### src/rtl/accumulator_pkg.sv
// Shared helpers and FSM encoding for the parallel-lane accumulator and its adder tree.
package accumulator_pkg;

  typedef enum logic [1:0] {
    ST_ACCUM,
    ST_DRAIN,
    ST_DONE
  } state_t;

  function automatic int clog2(input int value);
    int r;
    int v;
    r = 0;
    v = 1;
    while (v < value) begin
      v = v << 1;
      r = r + 1;
    end
    return r;
  endfunction

  // Width of one tree output: every reduction level adds one carry bit.
  function automatic int sum_width(input int data_w, input int lanes);
    return data_w + clog2(lanes);
  endfunction

endpackage

### src/rtl/adder_tree_pipe.sv
// Registered reduction tree: an input register stage followed by clog2(LANES) adder levels,
// with a valid bit travelling alongside each stage.
module adder_tree_pipe
  import accumulator_pkg::*;
#(
  parameter int DATA_W = 16,
  parameter int LANES  = 4
) (
  input  logic                                  clk,
  input  logic                                  reset,
  input  logic [LANES*DATA_W-1:0]               data,
  input  logic                                  data_valid,
  output logic [sum_width(DATA_W, LANES)-1:0]   sum,
  output logic                                  sum_valid,
  output logic                                  busy
);

  localparam int LEVELS = clog2(LANES);

  logic [LEVELS:0] stage_valid;

  for (genvar l = 0; l <= LEVELS; l++) begin : g_lvl
    localparam int N = LANES >> l;
    localparam int W = DATA_W + l;

    logic [N*W-1:0] node;
    logic           vld;

    assign stage_valid[l] = vld;

    if (l == 0) begin : g_in
      always_ff @(posedge clk or posedge reset) begin
        if (reset) begin
          node <= '0;
          vld  <= 1'b0;
        end else begin
          vld <= data_valid;
          if (data_valid) node <= data;
        end
      end
    end else begin : g_add
      // Pairwise sums of the previous level, each result one bit wider than its operands.
      always_ff @(posedge clk or posedge reset) begin
        if (reset) begin
          node <= '0;
          vld  <= 1'b0;
        end else begin
          vld <= g_lvl[l-1].vld;
          if (g_lvl[l-1].vld) begin
            for (int j = 0; j < N; j++) begin
              node[j*W +: W] <= W'(g_lvl[l-1].node[(2*j)*(W-1) +: (W-1)])
                              + W'(g_lvl[l-1].node[(2*j+1)*(W-1) +: (W-1)]);
            end
          end
        end
      end
    end
  end

  assign sum       = g_lvl[LEVELS].node;
  assign sum_valid = g_lvl[LEVELS].vld;
  assign busy      = |stage_valid;

endmodule

### src/rtl/accumulator_par_pipe.sv
// Frame accumulator: sums BEATS beats of LANES words through a pipelined tree and
// hands the frame total to a valid/ready consumer before starting the next frame.
module accumulator_par_pipe
  import accumulator_pkg::*;
#(
  parameter int DATA_W = 16,
  parameter int LANES  = 4,
  parameter int BEATS  = 1024,
  parameter int ACC_W  = 32,
  parameter int SAT    = 0
) (
  input  logic                    clk,
  input  logic                    reset,
  input  logic [LANES*DATA_W-1:0] load,
  input  logic                    load_valid,
  output logic                    load_ready,
  output logic [ACC_W-1:0]        result,
  output logic                    result_valid,
  input  logic                    result_ready,
  output logic                    overflow
);

  localparam int SUM_W = sum_width(DATA_W, LANES);
  localparam int CNT_W = clog2(BEATS + 1);
  localparam int ADD_W = ((ACC_W > SUM_W) ? ACC_W : SUM_W) + 1;
  localparam logic [CNT_W-1:0] LAST_BEAT = CNT_W'(BEATS - 1);

  state_t           state;
  logic [CNT_W-1:0] count;
  logic             accept;
  logic [SUM_W-1:0] tree_sum;
  logic             tree_valid;
  logic             tree_busy;
  logic             add_busy;
  logic             frame_clear;
  logic [ADD_W-1:0] add_full;
  logic             carry;

  assign accept      = load_valid && load_ready;
  assign frame_clear = (state == ST_DONE) && result_ready;
  assign add_full    = ADD_W'(result) + ADD_W'(tree_sum);
  assign carry       = |add_full[ADD_W-1:ACC_W];

  adder_tree_pipe #(
    .DATA_W (DATA_W),
    .LANES  (LANES)
  ) u_tree (
    .clk        (clk),
    .reset      (reset),
    .data       (load),
    .data_valid (accept),
    .sum        (tree_sum),
    .sum_valid  (tree_valid),
    .busy       (tree_busy)
  );

  // Beats are admitted only in ACCUM, so the tree is empty whenever a frame is drained or consumed.
  always_ff @(posedge clk or posedge reset) begin
    if (reset) begin
      state        <= ST_ACCUM;
      count        <= '0;
      load_ready   <= 1'b0;
      result_valid <= 1'b0;
    end else begin
      case (state)
        ST_ACCUM: begin
          load_ready <= 1'b1;
          if (accept) begin
            count <= count + 1'b1;
            if (count == LAST_BEAT) begin
              state      <= ST_DRAIN;
              load_ready <= 1'b0;
            end
          end
        end
        ST_DRAIN: begin
          if (!tree_busy && !add_busy) begin
            state        <= ST_DONE;
            result_valid <= 1'b1;
          end
        end
        ST_DONE: begin
          if (result_ready) begin
            state        <= ST_ACCUM;
            result_valid <= 1'b0;
            load_ready   <= 1'b1;
            count        <= '0;
          end
        end
        default: state <= ST_ACCUM;
      endcase
    end
  end

  // The result register is the accumulator itself; add_busy covers the add in flight after the tree empties.
  always_ff @(posedge clk or posedge reset) begin
    if (reset) begin
      result   <= '0;
      overflow <= 1'b0;
      add_busy <= 1'b0;
    end else begin
      add_busy <= tree_valid;
      if (frame_clear) begin
        result   <= '0;
        overflow <= 1'b0;
      end else if (tree_valid) begin
        if (SAT != 0 && carry) begin
          result   <= '1;
          overflow <= 1'b1;
        end else begin
          result <= add_full[ACC_W-1:0];
        end
      end
    end
  end

endmodule

### config.mk
export PLATFORM = sky130hd
export DESIGN_NAME = accumulator_par_pipe
export DESIGN_NICKNAME = d
export VERILOG_FILES = /design/src/rtl/accumulator_pkg.sv /design/src/rtl/adder_tree_pipe.sv /design/src/rtl/accumulator_par_pipe.sv
export SDC_FILE = /design/constraint.sdc
export NUM_CORES = 1
export LEC_CHECK = 0
export ABC_AREA = 1
export BUFFER_PORTS_ARGS = -buffer_cell sky130_fd_sc_hd__buf_4
export CAP_MARGIN = 20
export CORE_MARGIN = 4
export CORE_UTILIZATION = 35
export CTS_CLUSTER_DIAMETER = 60
export CTS_CLUSTER_SIZE = 10
export DETAILED_ROUTE_END_ITERATION = 8
export PLACE_DENSITY = 0.51
export SLEW_MARGIN = 20
export SYNTH_ARGS = -nofsm -noshare
export SYNTH_HDL_FRONTEND = slang
export SYNTH_SLANG_ARGS = --single-unit
### constraint.sdc
create_clock -name clk -period 11 [get_ports clk]
set_clock_uncertainty 0.1 [all_clocks]
set_input_delay 2.2 -clock clk [delete_from_list [all_inputs] [get_ports clk]]
set_output_delay 2.2 -clock clk [all_outputs]
set_load 0.1 [all_outputs]
**Word level (Yosys, flattened, before mapping)**

Cells that the tools add are included.

- Add/sub/neg operators: 5
- Equal/unequal tests: 7
- Muxes and demuxes: 17
- Reductions and logical operators: 14

Operators by type and width:

| kind | number |
|---|---|
| $mux W32 | 2 |
| $add A16 B16 Y17 | 2 |
| $add A32 B18 Y32 | 1 |
| $mux W11 | 2 |
| $pmux W11 S2 | 1 |
| $add A17 B17 Y18 | 1 |
| $add A11 B1 Y11 const B | 1 |
| $eq A11 B10 Y1 const B | 1 |
| $mux W2 | 4 |
| $ne A2 B2 Y1 const B | 3 |
| $pmux W2 S3 | 1 |
| $reduce_and A3 Y1 | 2 |
| $reduce_bool A2 Y1 | 3 |
| $mux W1 | 5 |
| $pmux W1 S2 | 2 |
| $reduce_and A4 Y1 | 1 |
| $logic_and A1 B1 Y1 | 3 |
| $reduce_or A3 Y1 | 1 |
| $eq A2 B1 Y1 const B | 1 |
| $eq A2 B2 Y1 const B | 1 |
| $logic_not A1 Y1 | 2 |
| $logic_not A2 Y1 | 1 |
| $ne A2 B1 Y1 const B | 1 |
| $reduce_and A2 Y1 | 1 |

- Register bits: 167
- Output and inout bits: 35
- Word-level logic and storage cells: 55

**Longest topological paths before layout**

- Depth after elaboration: 5
- Mapped depth: 13

**Modules after synthesis**

Synthesis repeated with hierarchy kept, for this count alone.

- Cells, all modules: 1451
- Area, all modules: 10804.1 um^2

By module, submodules not included:

| module | times used | cells each | area an instance (um^2) | sequential area each (um^2) |
|---|---|---|---|---|
| adder_tree_pipe | 1 | 919 | 7250.7 | 2977.9 |
| accumulator_par_pipe | 1 | 532 | 3553.4 | 1201.2 |

**Worst setup path before layout**

OpenSTA, ideal clock, no wires.

- Kind: input port to flip-flop
- From: in load_valid
- To: reg count[10]
- Library setup time: 0.123 ns
- Arrival: 3.087 ns
- Data required time: 10.777 ns
- Setup slack: 7.690 ns
- Stages: 9
- Path buffers: 0
- Cells stage by stage: nand2_1 inv_1 nand2_2 nand2_2 nand3_1 nor2_2 nand2_1 nor2_1 nor3_2

- Cells in the longest elaborated chain, start to end: 3

Ends and longest elaborated chain:

| element | line | text |
|---|---|---|
| from (decl) | accumulator_par_pipe.sv:15 | `input logic load_valid,` |
| $logic_and A1 B1 Y1 | accumulator_par_pipe.sv:39 | `assign accept = load_valid && load_ready;` |
| $ne A2 B1 Y1 (no source line) | - |  |
| $reduce_and A3 Y1 (no source line) | - |  |
| to (signal assigned) | accumulator_par_pipe.sv:69 | `count <= count + 1'b1;` |
| to (decl) | accumulator_par_pipe.sv:29 | `logic [CNT_W-1:0] count;` |

Every way passes these cells.
A chain may end at the register's enable or synchronous reset.

**Worst setup path in the final report**

Same ends and word-level chain as after synthesis.

==> flow_metrics.env <==
export IMPL_outcome="complete, no violations"
export IMPL_num_io_pins=103
export IMPL_worst_slack_ns=7.08
export IMPL_hold_class="flip-flop to flip-flop"
export IMPL_worstSetupEndpoint="count[10]"
export IMPL_dieArea_um2=32100
export IMPL_grt_max_degree=87
export IMPL_fin_nets=1651
export IMPL_syn_nets=1554
export IMPL_criticalPathCategory="primary input to flip-flop"
export IMPL_drt_wl_total_um=24600
export IMPL_vias=9029
export IMPL_ys_flop_type="dfrtp_1"
export IMPL_diodes=0
export IMPL_final_hold_viol_count=0
export IMPL_grt_pass1_vias=8734
export IMPL_clock_latency_ns=0.42
export IMPL_cts_buffers=17
export IMPL_p_per_area_nw_per_um2=253
export IMPL_clk_pin_slew_ns=0.07
export IMPL_cap_violations=0
export IMPL_antenna_found_initial=0
export IMPL_core_um2=28800
export IMPL_ys_seq_elements=167
export IMPL_synth_area_um2=10200
export IMPL_p_leak_nw=6.43
export IMPL_relSlewSlack_pct=46.5
export IMPL_min_period_over_period_pct=35.6
export IMPL_r2r_start="load_ready"
export IMPL_ff2ff_setup_slack_ns=8.57
export IMPL_worstMarginPinSlew_ns=0.802
export IMPL_drt_pass1_iter_count=8
export IMPL_crit_arrival_ns=4.12
export IMPL_synthCells=1414
export IMPL_place_ws_ns=6.55
export IMPL_startpoint_type="primary input"
export IMPL_final_antenna_net_count=0
export IMPL_setup_tns_final_ns=0
export IMPL_cts_tree="done"
export IMPL_holdBufCountCts=0
export IMPL_drc=0
export IMPL_grt_pass1_wl_um=41600
export IMPL_critPathMaxFanout=67
export IMPL_clock_path_buffers=2
export IMPL_rows=62
export IMPL_yosysWarnings=0
export IMPL_layout_cells_non_filler=1906
export IMPL_grtUsageMet1_pct=22.0
export IMPL_die_x_um=179
export IMPL_gp_congestion=0.853
export IMPL_final_cell_mix="561 x nand2_1, 167 x dfrtp_1, 109 x nand3_1"
export IMPL_numPortBuffers=101
export IMPL_startpoint="load_valid"
export IMPL_synth_cell_type_count=44
export IMPL_hold_ws_ns=0.385
export IMPL_cts_sinks=167
export IMPL_fin_crit_ns=3.92
export IMPL_grt_usage_pct=15.8
export IMPL_drt_initial_drc_count=569
export IMPL_start_util_pct=35.6
export IMPL_viasPerCell=4.74
export IMPL_fin_area_um2=12000
export IMPL_ys_async_sr_fraction_pct=100
export IMPL_post_cts_buffers=0
export IMPL_crit_required_ns=11.20
export IMPL_slew_violations=0
export IMPL_cts_resized_gates=0
export IMPL_drive_gt1_share_pct=12.2
export IMPL_max_freq_mhz=255
export IMPL_gr_total_overflow=0
export IMPL_post_place_cells=1876
export IMPL_rsz0062_at_grt="false"
export IMPL_synth_edf_count=0
export IMPL_area_delta_synth_final_pct=17.6
export IMPL_grt_use_met2_pct=25.7
export IMPL_cts_htree_levels=4
export IMPL_placed_area_um2=11400
export IMPL_ir_drop_uv=99.8
export IMPL_final_common_cell="nand2_1"
export IMPL_wl_per_cell_um=12.9
export IMPL_reg2reg_depth=11
export IMPL_cts_root_buf="clkbuf_16"
export IMPL_grtUsageMet3_pct=2.34
export IMPL_die_h_um=179
export IMPL_synth_seq_area_share_pct=40.8
export IMPL_reg2reg_to="count[10]"
export IMPL_endpoint_kind="flip-flop"
export IMPL_top_usage_layer="met2"
export IMPL_hpwl_um=18900
export IMPL_syn_avg_cell_area_um2=7.25
export IMPL_setup_violations=0
==> how the worst min path moves through the flow <==
stage / slack, ns / depth (start not counted) / endpoint / start
6_report: 0.38 / 2 / result_valid / result_valid
5_1_grt: 0.41 / 2 / u_tree.g_lvl[0].node[11] / u_tree.g_lvl[0].node[11]
4_1_cts: 0.39 / 2 / u_tree.g_lvl[0].node[51] / u_tree.g_lvl[0].node[51]
3_5_place_dp: 0.37 / 2 / u_tree.g_lvl[0].node[51] / u_tree.g_lvl[0].node[51]
3_3_place_gp: 0.37 / 2 / result_valid / result_valid
2_1_floorplan: 0.29 / 0 / u_tree.g_lvl[1].vld / u_tree.g_lvl[0].vld
==> state kept, by name (all words and copies together) (netlist names) <==
register / count
result_valid: 1
u_tree.g_lvl.node: 98
state: 2
result: 32
load_ready: 1
count: 11
u_tree.sum: 18
add_busy: 1
u_tree.sum_valid: 1
u_tree.g_lvl.vld: 2
==> kinds of logic after synthesis <==
logic type,synth area share (%)
simple gates,34.2
fa+ha+maj,9.08
flops,40.8
xor+xnor,1.45
buf+inv,5.46
other cells,0.0366
compound gates,9.04
==> power by group <==
| group | switching (W) | internal [W] |
|---|---|---|
| clock network | 0.000257 | 0.000384 |
| logic | 0.00107 | 0.000461 |
| registers | 0.000128 | 0.000751 |
==> worst max-delay path, stage by stage <==
cell	delay, ns
buf_4	0.08
nand2_2	0.04
buf_4	0.29
inv_2	0.10
buf_4	0.48
nand2_2	0.22
nand2_2	0.17
nand3_1	0.15
nor2_2	0.15
nand2_1	0.06
nor2_1	0.11
nor3_2	0.05
==> through the flow <==
stage	utilization, %	total power [W]
after detailed placement	39.7	0.00242
after global placement	39.7	0.00241
after CTS	41.8	0.00308
final	41.9	0.00305
after global routing	41.9	0.00330
after floorplan	-	0.00205
==> cell usage after synthesis (all sizes together) (7+ instances only) <==
library cell,count,area [um^2]
a21oi,83,423
nor2,106,425
inv,118,443
nor3,17,105
dfrtp,167,4180
nand2,576,2200
o21ai,62,310
nand4,8,50.1
ha,68,851
nand3,112,576
buf,13,56.3
xnor2,11,96.3
clkbuf,16,60.1
nand3b,7,52.6
==> cell type report <==
class                           count  area (um^2)
Clock buffer                       18          429
Clock inverter                     12          193
Fill cell                        3024        16700
Inverter                          118          448
Multi-Input combinational cell   1100         5510
Sequential cell                   167         4180
Tap cell                          384          480
Timing Repair Buffer              107          807
==> metal layers <==
metal / up-vias / part of all wire (%)
li1: 4788 / -
met1: 4087 / 50
met2: 128 / 45
met3: 26 / 3.3
met4: 0 / 1.7
met5: - / 0
Note: power is estimated with default switching activity, not from simulation.
